File: src/rtl/wb_pkg.sv
// wb_pkg: result-select and load-mode encodings shared by the writeback stage
package wb_pkg;
  localparam logic [1:0] WB_SEL_ALU   = 2'd0;
  localparam logic [1:0] WB_SEL_MEM   = 2'd1;
  localparam logic [1:0] WB_SEL_LINK  = 2'd2;
  localparam logic [1:0] WB_SEL_IMM   = 2'd3;
  localparam logic [1:0] LD_WORD      = 2'd0;
  localparam logic [1:0] LD_BYTE_ZX   = 2'd1;
  localparam logic [1:0] LD_BYTE_SX   = 2'd2;
  localparam logic [1:0] LD_HIGH_BYTE = 2'd3;
endpackage

File: src/rtl/wb_load_align.sv
// wb_load_align: aligns and extends memory read data according to load mode
module wb_load_align
  import wb_pkg::*;
#(
  parameter int DATA_W = 16
) (
  input  logic [DATA_W-1:0] data,
  input  logic [1:0]        mode,
  output logic [DATA_W-1:0] out
);
  logic [DATA_W-1:0] zx, sx, hb;
  always_comb begin
    zx       = '0;
    zx[7:0]  = data[7:0];
    sx       = {DATA_W{data[7]}};
    sx[7:0]  = data[7:0];
    hb       = '0;
    hb[7:0]  = data[DATA_W-1 -: 8];
  end
  assign out = mode == LD_BYTE_ZX ? zx :
               mode == LD_BYTE_SX ? sx :
               mode == LD_HIGH_BYTE ? hb : data;
endmodule

File: src/rtl/wb_stage_param.sv
// wb_stage_param: MEM/WB register, result select, regfile/forward drive, sticky halt/error and retire counter
module wb_stage_param
  import wb_pkg::*;
#(
  parameter int DATA_W     = 16,
  parameter int REG_ADDR_W = 3,
  parameter int CNT_W      = 16
) (
  input  logic                  clk,
  input  logic                  rst,
  input  logic                  in_valid,
  input  logic                  stall,
  input  logic                  flush,
  input  logic [DATA_W-1:0]     in_alu_result,
  input  logic [DATA_W-1:0]     in_mem_data,
  input  logic [DATA_W-1:0]     in_link,
  input  logic [DATA_W-1:0]     in_imm,
  input  logic [1:0]            in_wb_sel,
  input  logic [1:0]            in_load_mode,
  input  logic [REG_ADDR_W-1:0] in_wr_reg,
  input  logic                  in_wr_en,
  input  logic                  in_halt,
  input  logic                  in_err,
  output logic                  wb_valid,
  output logic [DATA_W-1:0]     wr_data,
  output logic [REG_ADDR_W-1:0] wr_reg,
  output logic                  wr_en,
  output logic                  fwd_valid,
  output logic [REG_ADDR_W-1:0] fwd_reg,
  output logic [DATA_W-1:0]     fwd_data,
  output logic                  halted,
  output logic                  err_out,
  output logic [CNT_W-1:0]      retire_count
);
  logic                  valid_q, valid_d, fresh_q, fresh_d;
  logic [DATA_W-1:0]     alu_q, alu_d, mem_q, mem_d, link_q, link_d, imm_q, imm_d;
  logic [1:0]            sel_q, sel_d, mode_q, mode_d;
  logic [REG_ADDR_W-1:0] reg_q, reg_d;
  logic                  wen_q, wen_d, halt_q, halt_d, err_q, err_d;
  logic                  halted_q, halted_d, err_out_q, err_out_d;
  logic [CNT_W-1:0]      cnt_q, cnt_d;
  logic                  set_halt, load;
  logic [DATA_W-1:0]     ld_data;
  wb_load_align #(.DATA_W(DATA_W)) u_align (.data(mem_q), .mode(mode_q), .out(ld_data));
  always_comb begin
    set_halt  = valid_q & (halt_q | err_q);
    halted_d  = halted_q | set_halt;
    err_out_d = err_out_q | (valid_q & err_q);
    cnt_d     = (valid_q & fresh_q & ~&cnt_q) ? cnt_q + 1'b1 : cnt_q;
    load      = ~flush & ~stall & ~halted_d;
    valid_d   = flush ? 1'b0 : stall ? valid_q : load & in_valid;
    fresh_d   = load & in_valid;
    alu_d     = load ? in_alu_result : alu_q;
    mem_d     = load ? in_mem_data : mem_q;
    link_d    = load ? in_link : link_q;
    imm_d     = load ? in_imm : imm_q;
    sel_d     = load ? in_wb_sel : sel_q;
    mode_d    = load ? in_load_mode : mode_q;
    reg_d     = load ? in_wr_reg : reg_q;
    wen_d     = load ? in_wr_en : wen_q;
    halt_d    = load ? in_halt : halt_q;
    err_d     = load ? in_err : err_q;
  end
  always_ff @(posedge clk) begin
    if (rst) begin
      valid_q   <= 1'b0;
      fresh_q   <= 1'b0;
      alu_q     <= '0;
      mem_q     <= '0;
      link_q    <= '0;
      imm_q     <= '0;
      sel_q     <= '0;
      mode_q    <= '0;
      reg_q     <= '0;
      wen_q     <= 1'b0;
      halt_q    <= 1'b0;
      err_q     <= 1'b0;
      halted_q  <= 1'b0;
      err_out_q <= 1'b0;
      cnt_q     <= '0;
    end else begin
      valid_q   <= valid_d;
      fresh_q   <= fresh_d;
      alu_q     <= alu_d;
      mem_q     <= mem_d;
      link_q    <= link_d;
      imm_q     <= imm_d;
      sel_q     <= sel_d;
      mode_q    <= mode_d;
      reg_q     <= reg_d;
      wen_q     <= wen_d;
      halt_q    <= halt_d;
      err_q     <= err_d;
      halted_q  <= halted_d;
      err_out_q <= err_out_d;
      cnt_q     <= cnt_d;
    end
  end
  assign wb_valid     = valid_q;
  assign wr_en        = valid_q & wen_q & ~halt_q & ~err_q & ~halted_q;
  assign wr_reg       = reg_q;
  assign wr_data      = sel_q == WB_SEL_ALU ? alu_q :
                        sel_q == WB_SEL_MEM ? ld_data :
                        sel_q == WB_SEL_LINK ? link_q : imm_q;
  assign fwd_valid    = wr_en;
  assign fwd_reg      = wr_reg;
  assign fwd_data     = wr_data;
  assign halted       = halted_q;
  assign err_out      = err_out_q;
  assign retire_count = cnt_q;
endmodule

File: config.mk
export PLATFORM = sky130hd
export DESIGN_NAME = wb_stage_param
export DESIGN_NICKNAME = d
export VERILOG_FILES = /design/src/rtl/wb_pkg.sv /design/src/rtl/wb_load_align.sv /design/src/rtl/wb_stage_param.sv
export SDC_FILE = /design/constraint.sdc
export NUM_CORES = 1
export LEC_CHECK = 0
export ABC_CLOCK_PERIOD_IN_PS = 2300
export BUFFER_PORTS_ARGS = -buffer_cell sky130_fd_sc_hd__buf_4
export CORE_AREA = 2 2 118 120
export DETAILED_ROUTE_END_ITERATION = 8
export DIE_AREA = 0 0 120 122
export HOLD_SLACK_MARGIN = 0.05
export PLACE_DENSITY = 0.54
export SYNTH_ARGS = -nofsm -noshare
export SYNTH_HDL_FRONTEND = slang
export SYNTH_SLANG_ARGS = --single-unit
File: constraint.sdc
create_clock -name clk -period 2.3 [get_ports clk]
set_input_delay 0.23 -clock clk [delete_from_list [all_inputs] [get_ports clk]]
set_output_delay 0.23 -clock clk [all_outputs]
set_load 0.05 [all_outputs]
Yosys cells after proc, flatten, opt, wreduce, memory -nomap -nowiden
Cells that the tools add are included.
W data, S select, Z words.

operators by class
  $add $sub $neg = 1
  eq/ne operators = 5
  mux-type cells = 6
  bitwise operators = 20
  reduce and logical (&&, ||, !) cells = 4

operators by type and width
  cell                     number
  $mux W16                 6
  $add A16 B1 Y16 const B  1
  $reduce_and A16 Y1       1
  $and A1 B1 Y1            11
  $eq A2 B2 Y1 const B     3
  $not A1 Y1               6
  $eq A2 B1 Y1 const B     2
  $or A1 B1 Y1             3
  $logic_not A2 Y1         1
  $reduce_or A2 Y1         1
  $logic_not A1 Y1         1

word-level totals
  register bits after elaboration = 94
  input port bits = 79
  output and inout bits = 59
  word-level logic and storage cells = 51

Longest topological paths before layout
Gate-level depths: netlist of the first run.

  word-level depth = 6
  mapped depth = 7
  mapped depth without buffers = 5

Hierarchy
A second synthesis of the first run with hierarchy kept.

second synthesis, totals
  cells, all modules = 508
  area, all modules = 4,276.6 um^2

by module, submodules not included
  module          times used  cells each  area each (um^2)  sequential area each (um^2)
  wb_stage_param  1           480         4,020.1           1,881.8
  wb_load_align   1           28          256.5             0.0

Worst setup path before layout of the first run
Ideal clock, no wire load.

  kind = flip-flop to output port
  start point = reg sel_q[0]
  end point = out wr_data[13]
  arrival time = 2.439 ns
  required time = 2.070 ns
  setup slack = -0.369 ns
  cell stages (with the launch flop) = 8
  buffers on the path = 3
  cell sequence = dfxtp_1 -> buf_4 -> clkinv_1 -> nor3_2 -> buf_2 -> a221oi_1 -> a21oi_1 -> buf_4

between the ends
  cells in the longest elaborated chain, start to end = 4
  elaborated cells on any way between the ends = 6
  classes of those cells = eq/ne: 2; mux: 3; reduce/logical: 1

RTL lines
  what                    line                   RTL
  start, declared         wb_stage_param.sv:37   logic [1:0] sel_q, sel_d, mode_q, mode_d;
  start signal, assigned  wb_stage_param.sv:88   sel_q <= sel_d;
  $eq A2 B2 Y1            wb_stage_param.sv:104  sel_q == WB_SEL_LINK ? link_q : imm_q;
  $mux W16                wb_stage_param.sv:104
  $mux W16                wb_stage_param.sv:103  sel_q == WB_SEL_MEM ? ld_data :
  $mux W16 (*)            wb_stage_param.sv:102  assign wr_data = sel_q == WB_SEL_ALU ? alu_q :
  end, declared           wb_stage_param.sv:25   output logic [DATA_W-1:0] wr_data,

Mark *: on every way between the ends. The rest lies on a longest branch, timed or not.

Worst setup path in the final report of the first run
  start point = reg sel_q[0]
  end point = out fwd_data[9]

between the ends
  cells in the longest elaborated chain, start to end = 4
  elaborated cells on any way between the ends = 6
  classes of those cells = eq/ne: 2; mux: 3; reduce/logical: 1

RTL lines
  what           line                   RTL
  $eq A2 B2 Y1   wb_stage_param.sv:104
  $mux W16       wb_stage_param.sv:104
  $mux W16       wb_stage_param.sv:103
  $mux W16 (*)   wb_stage_param.sv:102
  end, declared  wb_stage_param.sv:30   output logic [DATA_W-1:0] fwd_data,

Marks and branches as above.

==> run summary, run 1 <==
Status: completed
FILL cells: 1389
Yosys warnings: 0
Ant. Diodes: 0
Post-DR vias/cell: 4.84
GPL Wtd Cong: 0.803
Pins over their slew limit: 0
H-tree levels: 3
Final worst path period share: 90.6%
Worst r2r src: retire_count[0]
Async set-or-reset flop fraction in the synthesized netlist: 0%
Final setup vio count: 0
Place WS: 0.349 ns
Cell Area, Synth: 4340 µm²
Routed WL: 12.1 mm
Part of the Yosys area used for sequential elements: 43.3%
Remaining DRCs: 0
Row count: 43
Total CTS buffers: 9
Relative slew slack: 48.2%
CP Capture Type: primary output
DRT Pass-1 Iters: 5
Initial Util: 32.2%
Die area: 14600 µm²
Minimum clock period: 2.08 ns
Maxcap violations: 0
DP Wirelength: 8.90 mm
Nets: 724
Worst-margin pin slew: 0.777 ns
Setup TNS Final: 0 ns
Commonest cells after routing, fill and taps aside: 170 x nand2_1, 146 x buf_4, 93 x dfxtp_1
Core Region: 13500 µm²
Reg area: 1880 µm²
Vias in the first global route: 3711
Leading area contributor after synthesis: dfxtp_1
Crit path kind: reg -> out
Synth area leaders: dfxtp_1 43%, nand2_1 15%, a21oi_1 11%, mux4_2 4.1%, buf_4 3.8%
Congestion Overflow GR: 0
Maximum clock rate: 480 MHz
Multi-input gate area: 2140 µm²
Hold Fails Final Rpt: 0
Clock Tree Root: clkbuf_16
Register bit count reported by yosys: 94
Worst setup path end: fwd_data[9]
Layout Cells excl Fill: 829
Initial antenna violation count: 0
Global-route wire length before repair: 19.2 mm
I/O Pins: 138
TritonCTS clock tree: yes
Maximum clock insertion buffer count: 2
Post-placement cell count: 813
Post-route antenna net violation count: 0
Worst setup SP type: flop
Post-Synthesis Cells: 538
WL/cell: 14.6 µm
CTS clk-pin slew, worst paths: 0.07 ns
Share of layout cells above drive strength 1: 30.5%
Pin count of the biggest net entering global routing: 76
Leakage: 2.24 nW
Post-synth EDFFs: 0
Min-Delay Path Class: in -> reg
Crit path DAT: 1.85 ns
Hold_ws: 0.0893 ns
Die H: 122 µm
Syn_nets: 618
Final worst slack: 0.215 ns
# port buffers: 137
GR Util All Layers: 16.8%
Synth cell types: 47
CTS Sinks: 94
Worst R2R Path Depth: 5
Clk Latency, worst-skew pair: 0.35 ns
Cell depth of the worst min-delay path: 2
Via Count: 4009
Die Span X: 120 µm
Clk_skew: 0.00571 ns
DR iter-0 viols: 227
Max rail drop VDD: 0.000385 V
Data required time of the worst path: 2.07 ns
R2R Setup Slk: 0.40 ns
Top_reg_cell synth: dfxtp_1
Most common cell after layout, fill and taps aside: nand2_1
Top-area cell type share of the netlist area: 43.3%
Final design utilization: 42.6%
Average size of a mapped cell: 8.07 µm²
Crit. Startpoint: sel_q[0]
Area Growth Syn to Fin: 32.6%
RSZ-0062 raised after global routing: false
Critical path peak fanout: 18
Power per cell area: 670 nW/µm²
Crit Reg-Reg Endpoint: retire_count[7]
power breakdown:
part | total, mW | leakage, nW | internal [mW] | switching (mW)
registers | 1.73 | 0.766 | 1.69 | 0.0409
clock network | 1.47 | 0.141 | 0.834 | 0.638
logic | 0.655 | 1.33 | 0.256 | 0.400
repair_timing:
action                     4_1_cts  5_1_grt
setup endpoints to repair       12       14
hold endpoints to repair         0        0
hold buffers                     0        0
setup buffers                    0        0
gates resized for setup          1        1
synthesized netlist by cell type, types with 2 or more instances:
cell and n:
o21ai_0 21, buf_4 22, nand4_1 3, nor3b_1 2, a21oi_1 94, nand3_4 2, clkbuf_1 16, buf_6 8
o31ai_1 5, or4_1 2, nand2_1 171, nor3_1 4, a221oi_1 8, nor2_1 8, buf_2 8, nor4b_1 2
or3_1 8, mux4_2 8, inv_1 10, o22ai_1 8, nand3_1 5, dfxtp_1 94, nor2b_1 4, mux2_2 2
worst min-delay path by stage:
stage	from	endpoint	slack, ns
after floorplan	flush	wb_valid	0.31
final	flush	wb_valid	0.09
after global placement	alu_q[7]	alu_q[7]	0.44
after global routing	flush	wb_valid	0.08
after CTS	flush	wb_valid	0.07
after detailed placement	imm_q[7]	imm_q[7]	0.45
per-stage QoR:
stage | power (mW) | area (µm²)
floorplan | 2.21 | 4430
CTS | 3.91 | 5760
detailed placement | 2.43 | 5460
global placement | 2.42 | 5460
finish | 3.86 | 5760
global route | 4.04 | 5760
worst max-delay path, cell delays in order, from the launching register on:
cell      delay [ns]
dfxtp_1         0.33
clkinv_1        0.06
buf_4           0.19
nand2_1         0.28
o22ai_1         0.22
a21oi_4         0.20
buf_4           0.22
metal layers:
layer	global-route usage, %	routed length [µm]
met1	22.4	5450
met2	25.6	5540
met5	0	0
met3	5.01	917
met4	6.40	167
final cells by class:
class,instances,share of cell area [%]
Clock buffer,9,3.91
Timing Repair Buffer,150,20.4
Tap cell,180,3.91
Multi-Input combinational cell,378,37.2
Clock inverter,7,1.13
Inverter,11,0.717
Sequential cell,94,32.7
cells by family after synthesis:
group	count (synthesis)	share of synthesized area (%)
AOI/OAI and AO/OA	144	19.0
DFF	94	43.3
and+or+nand+nor	221	22.8
buffers and inverters	66	9.45
adders and majority gates	1	0.288
xor gates and xnor gates	1	0.202
muxes	11	4.93
(Power assumes the default switching activity.)
==> run 2: changes to the inputs <==
Settings changed: ABC_AREA set to 1.
==> run summary, run 2 <==
Status: completed
Post-DR vias/cell: 4.72 (-2.4%)
Ant. Diodes: 0 (unchanged)
Multi-input gate area: 1910 µm² (-11%)
Synth cell types: 27 (-43%)
Routed WL: 11.9 mm (-1.4%)
Post-Synth Adder-Cell Area: 0.287% (-0.0014 points)
Pin count of the biggest net entering global routing: 89 (+17%)
Post-CTS setup buffer count: 0 (unchanged)
Worst setup SP type: flop
Post-placement cell count: 866 (+6.5%)
Slowest CP cell: dfxtp_1
Reg area: 1880 µm² (unchanged)
Final instance area: 5760 µm² (about the same)
Synth area leaders: dfxtp_1 43%, o21ai_0 13%, a21oi_1 13%, inv_1 7.7%, nand2_1 4.3%
Synth Area in Compound Gates: 29.8% (+11 points)
Maximum clock insertion buffer count: 2 (unchanged)
Crit path DAT: 1.92 ns (+0.07 ns)
Share of layout cells above drive strength 1: 26.8% (-3.7 points)
CTS clk-pin slew, worst paths: 0.07 ns (about the same)
Register bit count reported by yosys: 94 (unchanged)
Die area: 14600 µm² (unchanged)
Layout Cells excl Fill: 882 (+6.4%)
Total power: 4.27 mW (+11%)
# port buffers: 137 (unchanged)
Nets: 778 (+7.5%)
Mux contribution to synthesized area: 0% (-4.9 points)
FILL cells: 1415 (+1.9%)
CTS Sinks: 94 (unchanged)
Global-route wire length before repair: 18.7 mm (-2.4%)
Post-Synthesis Cells: 599 (+11%)
Most common cell after layout, fill and taps aside: buf_4
Via Count: 4164 (+3.9%)
Placed cell area: 5450 µm² (-0.30%)
Initial Util: 32.3% (+0.16 points)
Most common cell in the synthesized netlist: o21ai_0
Final design utilization: 42.7% (about the same)
Post-route antenna net violation count: 0 (unchanged)
Crit path kind: reg -> out
H-tree levels: 3 (unchanged)
Part of the Yosys area used for sequential elements: 43.1% (-0.21 points)
Clk_skew: 0.00677 ns (+0.00106 ns)
Hold Fails Final Rpt: 0 (unchanged)
Leakage: 2.36 nW (+5.2%)
Worst-margin pin slew: 0.518 ns (-0.259 ns)
Remaining DRCs: 0 (unchanged)
Maximum clock rate: 466 MHz (-2.8%)
Syn_nets: 679 (+9.9%)
Top-area cell type share of the netlist area: 43.1% (-0.21 points)
Min-Delay Path Class: in -> reg
XOR/XNOR Fraction of Synth Area: 1.40% (+1.2 points)
Data required time of the worst path: 2.07 ns (about the same)
Yosys warnings: 0 (unchanged)
Area Growth Syn to Fin: 32.0%
Clock Tree Root: clkbuf_16
Pins over their slew limit: 0 (unchanged)
Maxcap violations: 0 (unchanged)
Power per cell area: 740 nW/µm² (+10%)
Final setup vio count: 0 (unchanged)
RSZ-0062 raised after global routing: false
Largest family of logic cells by synthesized area: compound AO/OA/AOI/OAI gates
DP Wirelength: 8.90 mm (about the same)
Total CTS buffers: 9 (unchanged)
Dominant cell type by count on the critical path: inv_2
Minimum clock period: 2.15 ns (+0.0610 ns)
CP Capture Type: primary output
Cell Area, Synth: 4360 µm² (+0.49%)
Core Region: 13500 µm² (unchanged)
Die Span X: 120 µm (unchanged)
Commonest cells post-synth: 117 x o21ai_0, 113 x a21oi_1, 94 x dfxtp_1
Async set-or-reset flop fraction in the synthesized netlist: 0% (unchanged)
Commonest cells after routing, fill and taps aside: 138 x buf_4, 117 x o21ai_0, 113 x a21oi_1
Top_reg_cell synth: dfxtp_1
Simple-gate share of the synthesized area: 10.4% (-12 points)
Average size of a mapped cell: 7.29 µm² (-9.7%)
GR Util All Layers: 16.1% (-0.70 points)
GPL Wtd Cong: 0.842 (+5.0%)
Final worst path period share: 93.3% (+2.7 points)
Initial antenna violation count: 0 (unchanged)
Critical path peak fanout: 16 (-2)
Relative slew slack: 65.4% (+17 points)
WL/cell: 13.5 µm (-7.4%)
CP peak stage delay: 0.36 ns (+0.03 ns)
Post-synth EDFFs: 0 (unchanged)
Vias in the first global route: 3863 (+4.1%)
Die H: 122 µm (unchanged)
Clk Latency, worst-skew pair: 0.34 ns (about the same)
CP cell instances: inv_2 -> nor2_2 -> inv_2 -> buf_4 -> a21oi_1 -> o21ai_0 -> a22oi_2 -> buf_6
Max rail drop VDD: 0.000445 V (+16%)
I/O Pins: 138 (unchanged)
Leading area contributor after synthesis: dfxtp_1
Congestion Overflow GR: 0 (unchanged)
Row count: 43 (unchanged)
DRT Pass-1 Iters: 5 (unchanged)
DR iter-0 viols: 269 (+19%)
TritonCTS clock tree: yes
Setup TNS Final: 0 ns (unchanged)
==> run 2: metal layers <==
metal  share of wire (%)  track usage (%)  vias up
met3                 5.1             3.37       17
met4                 2.0             6.25        0
li1                    -                -     2157
met5                   0                0        -
met2                  44             25.2      107
met1                  49             21.7     1883
==> run 2: area by class of cell <==
cell class / instances / area share [%]
Sequential cell: 94 / 32.7
Inverter: 91 / 5.93
Multi-Input combinational cell: 359 / 33.2
Clock buffer: 11 / 4.21
Tap cell: 180 / 3.91
Timing Repair Buffer: 143 / 19.2
Clock inverter: 4 / 0.825
==> run 2: worst max-delay path: cells and delay by family, from the launching register on <==
| family | cells | cell delay, ns |
|---|---|---|
| AND/OR/NAND/NOR | 1 | 0.10 |
| buffers and inverters | 4 | 0.59 |
| AO/OA/AOI/OAI | 3 | 0.51 |
| flip-flops | 1 | 0.36 |
==> run 2: worst paths after layout <==
path	slack, ns	startpoint	depth (start not counted)	end
setup / recovery	0.15	sel_q[1]	8	wr_data[8]
hold / removal	0.14	in_valid	3	fresh_q
setup reg to reg	0.65	retire_count[0]	7	retire_count[1]
hold reg to reg	0.44	link_q[5]	2	link_q[5]
==> run 2: timing repair <==
| item | 4_1_cts | 5_1_grt |
|---|---|---|
| gates resized for setup | 0 | 6 |
| endpoints found under the hold margin | 1 | 0 |
| endpoints found under the setup margin | 0 | 30 |
| hold buffers | 1 | 0 |
==> run 2: through the flow <==
step                hold WS (ns)  setup WS (ns)
finish                     0.138          0.154
global route               0.143         0.0160
CTS                        0.131         0.0493
detailed placement         0.411          0.434
global placement           0.405          0.483
floorplan                  0.306        -0.0617
==> run 2: cell families (layout without fill, tap and decap cells) <==
group                      count (synthesis)  after routing
AOI/OAI and AO/OA                        249            249
DFF                                       94             94
and+or+nand+nor                          102            102
xor gates and xnor gates                   7              7
adders and majority gates                  1              1
buffers and inverters                    146            249
==> run 2: power breakdown <==
part,leakage (nW),total [mW],switching [mW],internal (mW)
registers,0.772,1.76,0.0412,1.72
logic,1.44,1.02,0.676,0.341
clock network,0.141,1.49,0.623,0.863
total,2.36,4.27,1.34,2.93
==> run 3: changes to the inputs <==
Settings changed: REMOVE_ABC_BUFFERS set to 1.
==> run summary, run 3 (synthesis gave the netlist of run 2 again) <==
TritonCTS clock tree: yes
Relative slew slack: 62.5% (-2.9 points)
Place WS: 0.327 ns (-0.106 ns)
FILL cells: 1409 (-0.42%)
Congestion Overflow GR: 0 (unchanged)
CP Capture Type: primary output
WL/cell: 13.1 µm (-2.9%)
Pins over their slew limit: 0 (unchanged)
Commonest cells after routing, fill and taps aside: 138 x buf_4, 117 x o21ai_0, 113 x a21oi_1
Routed WL: 11.6 mm (-2.7%)
Final design utilization: 42.9% (+0.22 points)
Final instance area: 5790 µm² (+0.52%)
Clock Tree Root: clkbuf_16
Leakage: 2.39 nW (+1.5%)
Post-route antenna net violation count: 0 (unchanged)
Clk_skew: 0.00554 ns (-0.00123 ns)
Status: completed
Initial Util: 32.3% (unchanged)
RSZ-0062 raised after global routing: false
GR Util All Layers: 15.9% (-0.23 points)
Core Region: 13500 µm² (unchanged)
Minimum clock period: 2.12 ns (-0.0220 ns)
Crit path DAT: 1.89 ns (-0.03 ns)
# port buffers: 137 (unchanged)
Most common cell after layout, fill and taps aside: buf_4
Maximum clock rate: 471 MHz (+1.0%)
Worst-margin pin slew: 0.561 ns (+0.0435 ns)
CTS Sinks: 94 (unchanged)
Post-DR vias/cell: 4.74 (+0.47%)
Data required time of the worst path: 2.07 ns (about the same)
Share of layout cells above drive strength 1: 25.3% (-1.5 points)
Clk Latency, worst-skew pair: 0.35 ns (about the same)
Post-CTS setup buffer count: 0 (unchanged)
Max rail drop VDD: 0.000327 V (-27%)
Multi-input gate area: 1860 µm² (-2.9%)
Nets: 779 (+0.13%)
DP Wirelength: 8.45 mm (-5.0%)
Die area: 14600 µm² (unchanged)
Vias in the first global route: 3891 (+0.72%)
Final worst slack: 0.177 ns (+0.0220 ns)
Maxcap violations: 0 (unchanged)
Via Count: 4193 (+0.70%)
Remaining DRCs: 0 (unchanged)
Critical path peak fanout: 11 (-5)
H-tree levels: 3 (unchanged)
Hold_ws: 0.147 ns (+0.00867 ns)
Crit path kind: reg -> out
Layout Cells excl Fill: 884 (+0.23%)
DRT Pass-1 Iters: 4 (-1)
GPL Wtd Cong: 0.832 (-1.2%)
Die Span X: 120 µm (unchanged)
Post-placement cell count: 867 (+0.12%)
Worst setup SP type: flop
DR iter-0 viols: 138 (-49%)
Total CTS buffers: 9 (unchanged)
Pin count of the biggest net entering global routing: 90 (+1.1%)
Ant. Diodes: 0 (unchanged)
Hold Fails Final Rpt: 0 (unchanged)
Initial antenna violation count: 0 (unchanged)
Final worst path period share: 92.3% (-0.96 points)
Final setup vio count: 0 (unchanged)
I/O Pins: 138 (unchanged)
Min-Delay Path Class: in -> reg
Area Growth Syn to Fin: 32.7%
Row count: 43 (unchanged)
Die H: 122 µm (unchanged)
Power per cell area: 768 nW/µm² (+3.7%)
CTS clk-pin slew, worst paths: 0.06 ns (about the same)
Global-route wire length before repair: 18.5 mm (-0.96%)
Reg area: 1880 µm² (about the same)
Placed cell area: 5410 µm² (-0.69%)
Maximum clock insertion buffer count: 2 (unchanged)
==> run 3: cell types whose count changed in the layout (fill, tap and decap cells not counted), sizes merged <==
cell	previous run	this run
inv	91	92
bufinv	1	2
clkinv	2	0
clkbuf	11	12
buf	142	143
==> run 3: layer usage <==
metal	share of wire [%]	track usage [%]	vias to the layer above	routed length, µm
met4	1.6	6.32	0	182
met2	46	26.0	105	5340
met1	47	20.2	1909	5490
met3	4.9	3.79	12	569
met5	0	0	-	0
li1	-	-	2167	-
==> run 3: final cells by class <==
type | count | area share (%)
inverters | 91 | 5.94
well taps | 180 | 3.89
repair buffers | 144 | 19.6
flip-flops and latches | 94 | 32.5
clock buffers | 12 | 4.60
clock inverters | 4 | 1.32
multi-input cells | 359 | 32.1
==> run 3: repair_timing <==
action | CTS | global route
setup endpoints to repair | 6 | 28
gates cloned | 0 | 0
hold endpoints to repair | 1 | 0
gates resized for setup | 1 | 7
hold buffers | 1 | 0
pin swaps | 0 | 1
==> run 3: where the power goes <==
part / total, mW / switching [mW] / internal (mW) / leakage [nW]
Combinational: 0.987 / 0.652 / 0.335 / 1.46
Clock: 1.70 / 0.651 / 1.05 / 0.165
Sequential: 1.76 / 0.0434 / 1.72 / 0.772
Total: 4.45 / 1.35 / 3.10 / 2.39
==> run 3: stage by stage <==
step	TNS (ns)	total power, mW
after floorplan	-47.95	2.40
after global placement	0	2.78
after detailed placement	0	2.79
after CTS	0	4.49
after global routing	0	4.63
final	0	4.45
==> run 3: path summary, 6_finish.rpt <==
path	start	to	slack [ns]	cells after the start
worst min register to register	link_q[9]	link_q[9]	0.44	2
worst max-delay path	mode_q[1]	wr_data[14]	0.18	5
worst min-delay path	in_valid	fresh_q	0.15	3
worst max register to register	retire_count[0]	retire_count[13]	0.59	7
==> run 3: critical path: stages (launching register included) <==
cell and delay (ns):
dfxtp_1 0.51, inv_1 0.14, a21oi_4 0.26, a21oi_1 0.11, a22oi_1 0.26, buf_4 0.26
